## config.mk

```make
export PLATFORM = sky130hd
export DESIGN_NAME = pipeline_hazard_ctrl
export DESIGN_NICKNAME = d
export VERILOG_FILES = /design/src/rtl/pipeline_hazard_ctrl.sv
export SDC_FILE = /design/constraint.sdc
export NUM_CORES = 1
export LEC_CHECK = 0
export BUFFER_PORTS_ARGS = -buffer_cell sky130_fd_sc_hd__buf_2
export CAP_MARGIN = 30
export CORE_UTILIZATION = 39
export CTS_CLUSTER_SIZE = 25
export DETAILED_ROUTE_END_ITERATION = 6
export PLACE_DENSITY = 0.86
export SLEW_MARGIN = 40
export SYNTH_ARGS = -nofsm -noshare
export SYNTH_HDL_FRONTEND = slang
export SYNTH_SLANG_ARGS = --single-unit
```

## constraint.sdc

```tcl
create_clock -name clk -period 3.3 [get_ports clk]
set_clock_uncertainty 0.15 [all_clocks]
set_input_delay 0.165 -clock clk [delete_from_list [all_inputs] [get_ports clk]]
set_output_delay 0.165 -clock clk [all_outputs]
set_load 0.01 [all_outputs]
```

## src/rtl/pipeline_hazard_ctrl.sv

```systemverilog
// Purpose : stall/flush sequencer for the 5-stage pipeline (PC plus IF/ID, ID/EX, EX/MEM, MEM/WB buffers).
// Latency : all controls are combinational from registered state plus same-cycle hazard inputs.
// Backpres: mem_busy freezes every buffer; a multiply holds PC..EX/MEM and bubbles MEM/WB.
//
// Optional feature macro: HAZ_PERF_CNT_EN builds saturating stall/flush perf counters.
// Without it, stall_cycles and flush_count are tied to zero.
//
// Ports
//   clk, reset                        clock (rising edge), asynchronous active-low reset
//   id_rs1/id_rs2, id_use_rs1/2       ID source registers and whether they are read
//   ex_rd, ex_is_load, ex_mul_start   EX destination, load flag, first cycle of a multiply
//   branch_taken, mem_busy            EX taken branch, data memory not ready
//   pc_w_en, *_w_en, *_bubble         PC and per-buffer write enables / bubble inserts
//   ctrl_state                        RUN=0, MUL_WAIT=1, MEM_WAIT=2
//   stall_cycles, flush_count         perf counters
module pipeline_hazard_ctrl #(
   parameter int REG_AW  = 5,
   parameter int MUL_LAT = 4,
   parameter int CNT_W   = 16
) (
   input  logic              clk,
   input  logic              reset,
   input  logic [REG_AW-1:0] id_rs1,
   input  logic [REG_AW-1:0] id_rs2,
   input  logic              id_use_rs1,
   input  logic              id_use_rs2,
   input  logic [REG_AW-1:0] ex_rd,
   input  logic              ex_is_load,
   input  logic              ex_mul_start,
   input  logic              branch_taken,
   input  logic              mem_busy,
   output logic              pc_w_en,
   output logic              ifid_w_en,
   output logic              ifid_bubble,
   output logic              idex_w_en,
   output logic              idex_bubble,
   output logic              exmem_w_en,
   output logic              exmem_bubble,
   output logic              memwb_w_en,
   output logic              memwb_bubble,
   output logic [1:0]        ctrl_state,
   output logic [CNT_W-1:0]  stall_cycles,
   output logic [CNT_W-1:0]  flush_count
);

   typedef enum logic [1:0] {
      ST_RUN      = 2'd0,
      ST_MUL_WAIT = 2'd1,
      ST_MEM_WAIT = 2'd2
   } state_t;

   localparam int MC_W = (MUL_LAT > 2) ? $clog2(MUL_LAT) : 1;
   localparam logic [MC_W-1:0] MC_LOAD = MC_W'(MUL_LAT - 2);
   localparam logic [MC_W-1:0] MC_ONE  = MC_W'(1);

   state_t          state_q, state_d;
   state_t          saved_q, saved_d;
   logic [MC_W-1:0] mul_cnt_q, mul_cnt_d;
   logic            load_use;
   logic            branch_hon;

   assign load_use = ex_is_load && (ex_rd != '0) &&
                     ((id_use_rs1 && (id_rs1 == ex_rd)) ||
                      (id_use_rs2 && (id_rs2 == ex_rd)));

   assign ctrl_state = state_q;

   always_ff @(posedge clk or negedge reset) begin
      if (!reset) begin
         state_q   <= ST_RUN;
         saved_q   <= ST_RUN;
         mul_cnt_q <= '0;
      end else begin
         state_q   <= state_d;
         saved_q   <= saved_d;
         mul_cnt_q <= mul_cnt_d;
      end
   end

   always_comb begin
      state_d      = state_q;
      saved_d      = saved_q;
      mul_cnt_d    = mul_cnt_q;
      branch_hon   = 1'b0;
      pc_w_en      = 1'b1;
      ifid_w_en    = 1'b1;
      ifid_bubble  = 1'b0;
      idex_w_en    = 1'b1;
      idex_bubble  = 1'b0;
      exmem_w_en   = 1'b1;
      exmem_bubble = 1'b0;
      memwb_w_en   = 1'b1;
      memwb_bubble = 1'b0;

      case (state_q)
         ST_RUN: begin
            if (mem_busy) begin
               {pc_w_en, ifid_w_en, idex_w_en, exmem_w_en, memwb_w_en} = '0;
               saved_d = ST_RUN;
               state_d = ST_MEM_WAIT;
            end else if (ex_mul_start) begin
               {pc_w_en, ifid_w_en, idex_w_en, exmem_w_en} = '0;
               memwb_bubble = 1'b1;
               mul_cnt_d    = MC_LOAD;
               // With MUL_LAT==2 the start cycle alone is the whole hold.
               state_d      = (MUL_LAT > 2) ? ST_MUL_WAIT : ST_RUN;
            end else if (branch_taken) begin
               // Squash IF/ID and ID/EX; a coincident load-use stall is moot
               // because the stalled instruction is being discarded.
               ifid_bubble = 1'b1;
               idex_bubble = 1'b1;
               branch_hon  = 1'b1;
            end else if (load_use) begin
               pc_w_en     = 1'b0;
               ifid_w_en   = 1'b0;
               idex_bubble = 1'b1;
            end
         end

         ST_MUL_WAIT: begin
            if (mem_busy) begin
               // Count is frozen while the memory wait is serviced.
               {pc_w_en, ifid_w_en, idex_w_en, exmem_w_en, memwb_w_en} = '0;
               saved_d = ST_MUL_WAIT;
               state_d = ST_MEM_WAIT;
            end else begin
               {pc_w_en, ifid_w_en, idex_w_en, exmem_w_en} = '0;
               memwb_bubble = 1'b1;
               // Leave as the count reaches zero so the EX hold, including the
               // start cycle, totals MUL_LAT-1 cycles.
               if (mul_cnt_q <= MC_ONE) begin
                  mul_cnt_d = '0;
                  state_d   = ST_RUN;
               end else begin
                  mul_cnt_d = mul_cnt_q - MC_ONE;
               end
            end
         end

         ST_MEM_WAIT: begin
            if (mem_busy) begin
               {pc_w_en, ifid_w_en, idex_w_en, exmem_w_en, memwb_w_en} = '0;
            end else begin
               // Memory completed: pipeline advances this cycle, other
               // same-cycle events are left for the datapath to re-present.
               state_d = saved_q;
            end
         end

         default: begin
            state_d = ST_RUN;
         end
      endcase

      // Reset forces every control quiet regardless of inputs.
      if (!reset) begin
         {pc_w_en, ifid_w_en, idex_w_en, exmem_w_en, memwb_w_en}    = '0;
         {ifid_bubble, idex_bubble, exmem_bubble, memwb_bubble}     = '0;
         branch_hon = 1'b0;
      end
   end

`ifdef HAZ_PERF_CNT_EN
   always_ff @(posedge clk or negedge reset) begin
      if (!reset) begin
         stall_cycles <= '0;
         flush_count  <= '0;
      end else begin
         if (!pc_w_en && (stall_cycles != '1)) begin
            stall_cycles <= stall_cycles + 1'b1;
         end
         if (branch_hon && (flush_count != '1)) begin
            flush_count <= flush_count + 1'b1;
         end
      end
   end
`else
   assign stall_cycles = '0;
   assign flush_count  = '0;
`endif

endmodule
```

After elaboration in Yosys (flattened, before gate mapping)
Index checks and enable logic that the tools add are counted.

Flip-flop bits (word level): 6. Bits in latches: 0. RAM bits: 0. Bits in read-only memories: 0. Output and inout port bits: 43. Word-level logic and storage cells: 71. Memories: 0.

$add $sub $neg: 1. Multiply operators: 0. Divide/modulo/power cells: 0. Magnitude comparators: 1. Equality and inequality tests: 12. Shifts and indexed selects: 0. Mux-type cells: 42. Bitwise gates (word level): 0. Reductions and logical operators: 12.

Operators with widths (number): 1-bit 2-to-1 mux (25); 2-bit 2-to-1 mux (11); 2-bit inequality test (second input constant) (6); 5-bit == test (2); 2-bit one-hot mux with 2 select lines (2); 3-bit inequality test (second input constant) (2); 1-bit one-hot mux with 3 select lines (2); 2-bit one-hot mux with 3 select lines (1); 3-bit AND reduction (2); 5-bit nonzero test (1); 1-bit logical AND (4); 4-bit AND reduction (1); 3-bit OR reduction (1); 2-bit by 1-bit == test with 1-bit output (second input constant) (1); 2-bit == test (second input constant) (1); 2-bit by 1-bit <= comparator with 1-bit output (second input constant) (1); 2-bit zero test (1); 1-bit one-hot mux with 2 select lines (1); 2-bit nonzero test (1); 2-bit by 1-bit subtractor with 2-bit output (second input constant) (1); 1-bit logical OR (1).

Longest topological paths before layout
Gate-level depths: netlist of the first run.

Depth after elaboration: 10. Gate-level depth with buffers: 6. Gate-level depth less buffers: 4.

Least setup slack after synthesis of the first run
No wires, ideal clock.

Path kind: flip-flop to output port. From: register state_q[0] (netlist: ctrl_state[0]). To: output port pc_w_en. Arrival: 1315 ps. Data required time: 2985 ps. Path slack: 1670 ps. Stages on the path, launching flop included: 6. Buffers on the path: 2. Cell sequence: dfrtp_1 > clkbuf_1 > nand2b_1 > o211a_1 > o21a_1 > buf_4.

Cells in the longest elaborated chain, start to end: 3.

RTL lines: start, declared (RTL line 56) `state_t state_q, state_d;`; start signal, assigned (RTL line 74) `state_q <= state_d;`; 2-bit == test (tied with other cells); 1-bit one-hot mux with 3 select lines (*); 1-bit 2-to-1 mux (*); end, declared (RTL line 32) `output logic pc_w_en,`.

Mark *: on every way between the ends. The rest lies on a longest branch, timed or not.

Final worst setup path of the first run
From: register state_q[0] (netlist: ctrl_state[0]). To: output port pc_w_en.

Cells in the longest elaborated chain, start to end: 3.

RTL lines: 2-bit == test (tied with other cells) (RTL line 95) `case (state_q)`; 1-bit one-hot mux with 3 select lines (*) (RTL line 95); 1-bit 2-to-1 mux (*) (RTL line 156) `if (!reset) begin`.

Marks and branches as above.

==> results.yml, run 1 <==
clock_tree:
  root_buffer: "clkbuf_4"
  cts_htree_levels: 1
  cts_buffers: 3
  clk_pin_slew_ns: 0.05
  cts_sinks: 5
  holdBufCountCts: 1
  clk_latency_ns: 0.25
  cts_tree: "yes"
  cts_setup_buffers: 0
  cts_resized: 0
  cts_buffer_depth: 2
floorplanning:
  ioPinCount: 66
  core_um2: 1580
  start_util: 0.440
  fp-row-count: 14
  die_h_um: 44.2
  chipWidth_um: 44.2
  die_area_um2: 1950
cells_and_area:
  drive_above_1_share: 0.308
  final_nets: 144
  num-fill-cells: 165
  area_growth_pct: 9.75
  antenna_cells: 0
  layout.cells.most_common: "conb_1"
  final_cell_mix: "33 x conb_1, 32 x buf_2, 8 x xor2_1, 6 x nor2_1, 5 x dfrtp_1"
grt:
  grt_pass1_vias: 473
  overflow: 0
  grt_max_degree: 11
  track_usage: 0.130
  grt_antenna_before_repair: 0
  grt_pass1_wl_um: 1890
sta:
  slew_viol_final: 0
  fin_hold_ws_ns: 0.0148
  rsz0062_at_grt: "false"
  clock.fmax_ghz: 0.573
  min_period_ns: 1.75
  setup_violations: 0
  setup_slack_ns: 1.55
  min_period_over_period: 0.529
  tns_ns: 0
  finalHoldViolations: 0
detailed_routing:
  postRouteWirelength_um: 1260
  vias: 603
  detail_route.first_pass.iterations: 7
  drcViolationCount: 7
  avgViaCountPerCell: 4.43
  ant_nets: 0
  wire_per_inst_um: 9.26
  drtIter0Drc: 13
pwr:
  p_leak_nw: 0.460
  ir_drop_mv: 0.204
  total_power_uw: 236
  power_density_nw_per_um2: 310
synthesis:
  ys_warn_count: 0
  ys_top_cells_by_area: "buf_4 38%, dfrtp_1 18%, xor2_1 10%"
  synth.distinct_cells: 27
  synthCells: 88
  synth.top_cell.area_share: 0.379
  avgSynthCellArea_um2: 7.88
  ys_seq_area_frac: 0.181
  ys_seq_elements: 5
  synth_top_area_cell: "buf_4"
  syn-cell-area_um2: 693
run:
  maxCapViolations: 0
worst_setup_path:
  r2r_setup_slack_ns: 2.03
  critPathLaunch: "ctrl_state[0]$_DFFE_PN0P_"
  worstSetupStartpointType: "register"
  cp_cell_sequence: "nand2b_1 -> a21oi_1 -> nand2_1 -> o21a_1 -> buf_2"
  crit_arrival_ns: 1.43
  path_class: "register to output pin"
  cp_max_fo: 10
  crit_slowest_cell: "dfrtp_1"
  crit_path_max_incr_delay_ns: 0.48
  cp-end-kind: "output pin"
  required_ns: 2.98
  r2r-start: "ctrl_state[1]$_DFFE_PN0P_"
outcome:
  violations: "DRC"
  status: "finished, violations left"
placement:
  dp_slack_ns: 1.67
  dp_hpwl_um: 1060
  io_buffers: 32
  gp_congestion: 0.703
min_path:
  hp-start: "mem_busy"
  min-delay-path-class: "input port to register"
-- worst paths after layout --
kind,endpoint,cells past startpoint
worst max-delay path,pc_w_en,5
worst min-delay path,ctrl_state[0]$_DFFE_PN0P_,2
worst max register to register,mul_cnt_q[0]$_DFFE_PN0P_,3
worst min register to register,mul_cnt_q[0]$_DFFE_PN0P_,1
max in group asynchronous,saved_q[0]$_DFFE_PN0P_,2
min in group asynchronous,ctrl_state[0]$_DFFE_PN0P_,2
-- per-stage QoR --
step | area [µm²] | utilization | std cells
CTS | 761 | 0.483 | 136
global route | 761 | 0.483 | 136
global placement | 723 | 0.459 | 131
detailed placement | 723 | 0.459 | 131
floorplan | 813 | - | 120
finish | 761 | 0.483 | 136
-- cell type report --
type	instances	area (µm²)	area share
multi-input cells	74	403	0.530
flip-flops and latches	5	125	0.164
well taps	16	20.0	0.0263
clock buffers	3	22.5	0.0296
clock inverters	1	5.00	0.00658
inverters	4	15.0	0.0197
repair buffers	33	170	0.224
-- cell families (layout without fill, tap and decap cells) --
logic type / after synthesis / count (layout) / synth area share
multiplexers: 1 / 1 / 0.0144
flip-flops: 5 / 5 / 0.181
other: 1 / 33 / 0.00541
XOR/XNOR: 10 / 10 / 0.126
AO/OA/AOI/OAI: 15 / 15 / 0.152
buffers and inverters: 41 / 41 / 0.412
AND/OR/NAND/NOR: 15 / 15 / 0.110
-- sequential cells by signal (all words and copies together) (netlist names) --
name / flops
saved_q: 1
mul_cnt_q: 2
ctrl_state: 2
-- layer usage --
metal,global-route usage,share of wire,vias to the layer above
met1,0.138,0.36,271
met4,0.0545,0,0
met5,0,0,-
met3,0.0245,0.11,0
met2,0.247,0.54,44
li1,-,-,288
-- Yosys cell counts --
master    number
buf_4         35
xor2_1         8
nor2_1         6
dfrtp_1        5
inv_1          4
a21oi_1        3
a21boi_0       2
clkbuf_1       2
nor4_1         2
o21a_1         2
o21ai_1        2
xnor2_1        2
a31o_2         1
a31oi_1        1
a32o_1         1
a32oi_1        1
and2_0         1
and2_1         1
and3_1         1
conb_1         1
mux2i_1        1
nand2_1        1
nand2b_1       1
nor3_1         1
o211a_1        1
o22ai_1        1
or4_1          1
-- critical path: cells and delay by family, from the launching register on --
kind            cells  cell delay [ns]
compound gates      2             0.31
buf+inv             1             0.13
flops               1             0.48
simple gates        2             0.26
-- where the power goes --
group / internal (mW) / switching [mW] / total [mW]
clock: 0.0440 / 0.0280 / 0.0721
combinational: 0.0350 / 0.0500 / 0.0851
sequential: 0.0696 / 0.00925 / 0.0789
No activity file was read; power rests on OpenSTA's default activity.
==> run 2, diff against run 1 <==
Settings changed: CORE_UTILIZATION 39 to 36, PLACE_DENSITY 0.86 to 0.8.
Clock period 3.3 ns to 1.65 ns, I/O delays scaled along.
==> run 2 against run 1 <==
Net effect:
- largest cell class unchanged
- via count shrank 1.5%
- sequential power rose by 90%
- clock power grew 91%
- register-to-register slack got worse by 1.6 ns
- combinational power increased by 120%
- the run now ends clean
- design area up 4.6%
- power is 100% higher
- critical endpoint is now idex_bubble
- setup slack got worse by 1.4 ns
==> results.yml, run 2 (synthesis results as in run 1) <==
floorplanning:
  fp-row-count: 15
  ioPinCount: 66
  start_util: 0.393
  die_h_um: 45.9
  chipWidth_um: 45.9
  die_area_um2: 2100
  core_um2: 1760
grt:
  overflow: 0
  grt_antenna_before_repair: 0
  grt_pass1_vias: 507
  track_usage: 0.120
  grt_max_degree: 9
  grt_pass1_wl_um: 1800
clock_tree:
  cts_htree_levels: 1
  cts_buffer_depth: 2
  clk_latency_ns: 0.24
  cts_tree: "yes"
  root_buffer: "clkbuf_4"
  cts_buffers: 3
  clk_pin_slew_ns: 0.04
  cts_sinks: 5
worst_setup_path:
  worstSetupStartpointType: "register"
  crit_buf_inv: 1
  required_ns: 1.42
  cp_max_fo: 3
  crit_path_max_incr_delay_ns: 0.37
  crit_arrival_ns: 1.31
  path_class: "register to output pin"
  crit_slowest_cell: "dfrtp_1"
  cp_cell_sequence: "nor2_1 -> and3_1 -> o21ai_1 -> a21oi_1 -> buf_2"
  crit_family: "simple AND/OR/NAND/NOR gates"
  cp-end-kind: "output pin"
detailed_routing:
  vias: 594
  ant_nets: 0
  postRouteWirelength_um: 1260
  detail_route.first_pass.iterations: 4
  drtIter0Drc: 16
  avgViaCountPerCell: 4.01
  wire_per_inst_um: 8.53
  drcViolationCount: 0
sta:
  finalHoldViolations: 0
  clock.fmax_ghz: 0.649
  slew_viol_final: 0
  rsz0062_at_grt: "false"
  min_period_over_period: 0.934
  min_period_ns: 1.54
  tns_ns: 0
  setup_violations: 0
placement:
  dp_cells: 142
  io_buffers: 32
  dp_hpwl_um: 1110
  gp_congestion: 0.709
min_path:
  min-delay-path-class: "input port to register"
pwr:
  power.net_switching_uw: 167
  ir_drop_mv: 0.353
  p_leak_nw: 0.472
  p_clk_frac: 0.291
  total_power_uw: 475
  power_density_nw_per_um2: 597
  intPower_uw: 308
  sw_frac_of_total: 0.351
  p_seq_frac: 0.315
  combPwrFrac: 0.395
cells_and_area:
  final_cell_mix: "33 x conb_1, 32 x buf_2, 8 x xor2_1, 6 x nor2_1, 5 x dfrtp_1"
  antenna_cells: 0
  drive_above_1_share: 0.309
  area_growth_pct: 14.8
  finalNonFillerCells: 148
  final_nets: 147
  layout.cells.most_common: "conb_1"
outcome:
  status: "finished clean"
run:
  maxCapViolations: 0
[run 2: cell type report]
| type | instances | area, µm² |
|---|---|---|
| Inverter | 4 | 15.0 |
| Fill cell | 180 | 968 |
| Sequential cell | 5 | 125 |
| Clock buffer | 4 | 26.3 |
| Multi-Input combinational cell | 74 | 403 |
| Tap cell | 25 | 31.3 |
| Timing Repair Buffer | 36 | 195 |
[run 2: metal layers]
layer	part of all wire	GRT usage	routed length (µm)	up-vias
li1	-	-	-	294
met1	0.36	0.105	456	265
met2	0.57	0.248	720	35
met3	0.067	0.0119	85	0
met4	0	0.0765	0	0
met5	0	0	0	-
[run 2: worst paths after layout]
check | startpoint | to | slack, ns | cells past startpoint
hold / removal | mem_busy | ctrl_state[1]$_DFFE_PN0P_ | 0.02 | 2
hold reg to reg | mul_cnt_q[0]$_DFFE_PN0P_ | mul_cnt_q[0]$_DFFE_PN0P_ | 0.35 | 1
setup / recovery | ctrl_state[1]$_DFFE_PN0P_ | idex_bubble | 0.11 | 5
min in group asynchronous | reset | mul_cnt_q[1]$_DFFE_PN0P_ | 0.05 | 2
max in group asynchronous | reset | saved_q[0]$_DFFE_PN0P_ | 1.14 | 2
setup reg to reg | ctrl_state[1]$_DFFE_PN0P_ | mul_cnt_q[0]$_DFFE_PN0P_ | 0.45 | 3
[run 2: power groups by stage]
| stage | combinational (mW) | sequential, mW | clock [mW] |
|---|---|---|---|
| 2_1_floorplan | 0.175 | 0.151 | 0 |
| 3_3_place_gp | 0.179 | 0.149 | 0 |
| 3_5_place_dp | 0.184 | 0.152 | 0 |
| 4_1_cts | 0.188 | 0.150 | 0.147 |
| 5_1_grt | 0.211 | 0.152 | 0.152 |
| 6_report | 0.188 | 0.150 | 0.138 |
[run 2: worst reg2reg max path, delay by kind of cell, from the launching register on]
| family | cells | cell delay [ns] |
|---|---|---|
| flops | 1 | 0.37 |
| simple gates | 1 | 0.26 |
| buf+inv | 1 | 0.16 |
| compound gates | 1 | 0.20 |
[run 2: what timing repair did]
item,in CTS,in global routing
setup endpoints to repair,0,0
resized for setup,0,0
buffers inserted,0,0
hold endpoints to repair,6,0
hold buffers,2,0
[run 2: through the flow]
| step | instance area (µm²) | worst slack, ns | hold slack [ns] | utilization |
|---|---|---|---|---|
| 2_1_floorplan | 813 | 0.103 | -0.363 | - |
| 3_3_place_gp | 749 | 0.187 | -0.234 | 0.425 |
| 3_5_place_dp | 749 | 0.174 | -0.225 | 0.425 |
| 4_1_cts | 796 | 0.0967 | 0.00809 | 0.451 |
| 5_1_grt | 796 | 0.0119 | 0.0433 | 0.451 |
| 6_report | 796 | 0.109 | 0.0233 | 0.451 |
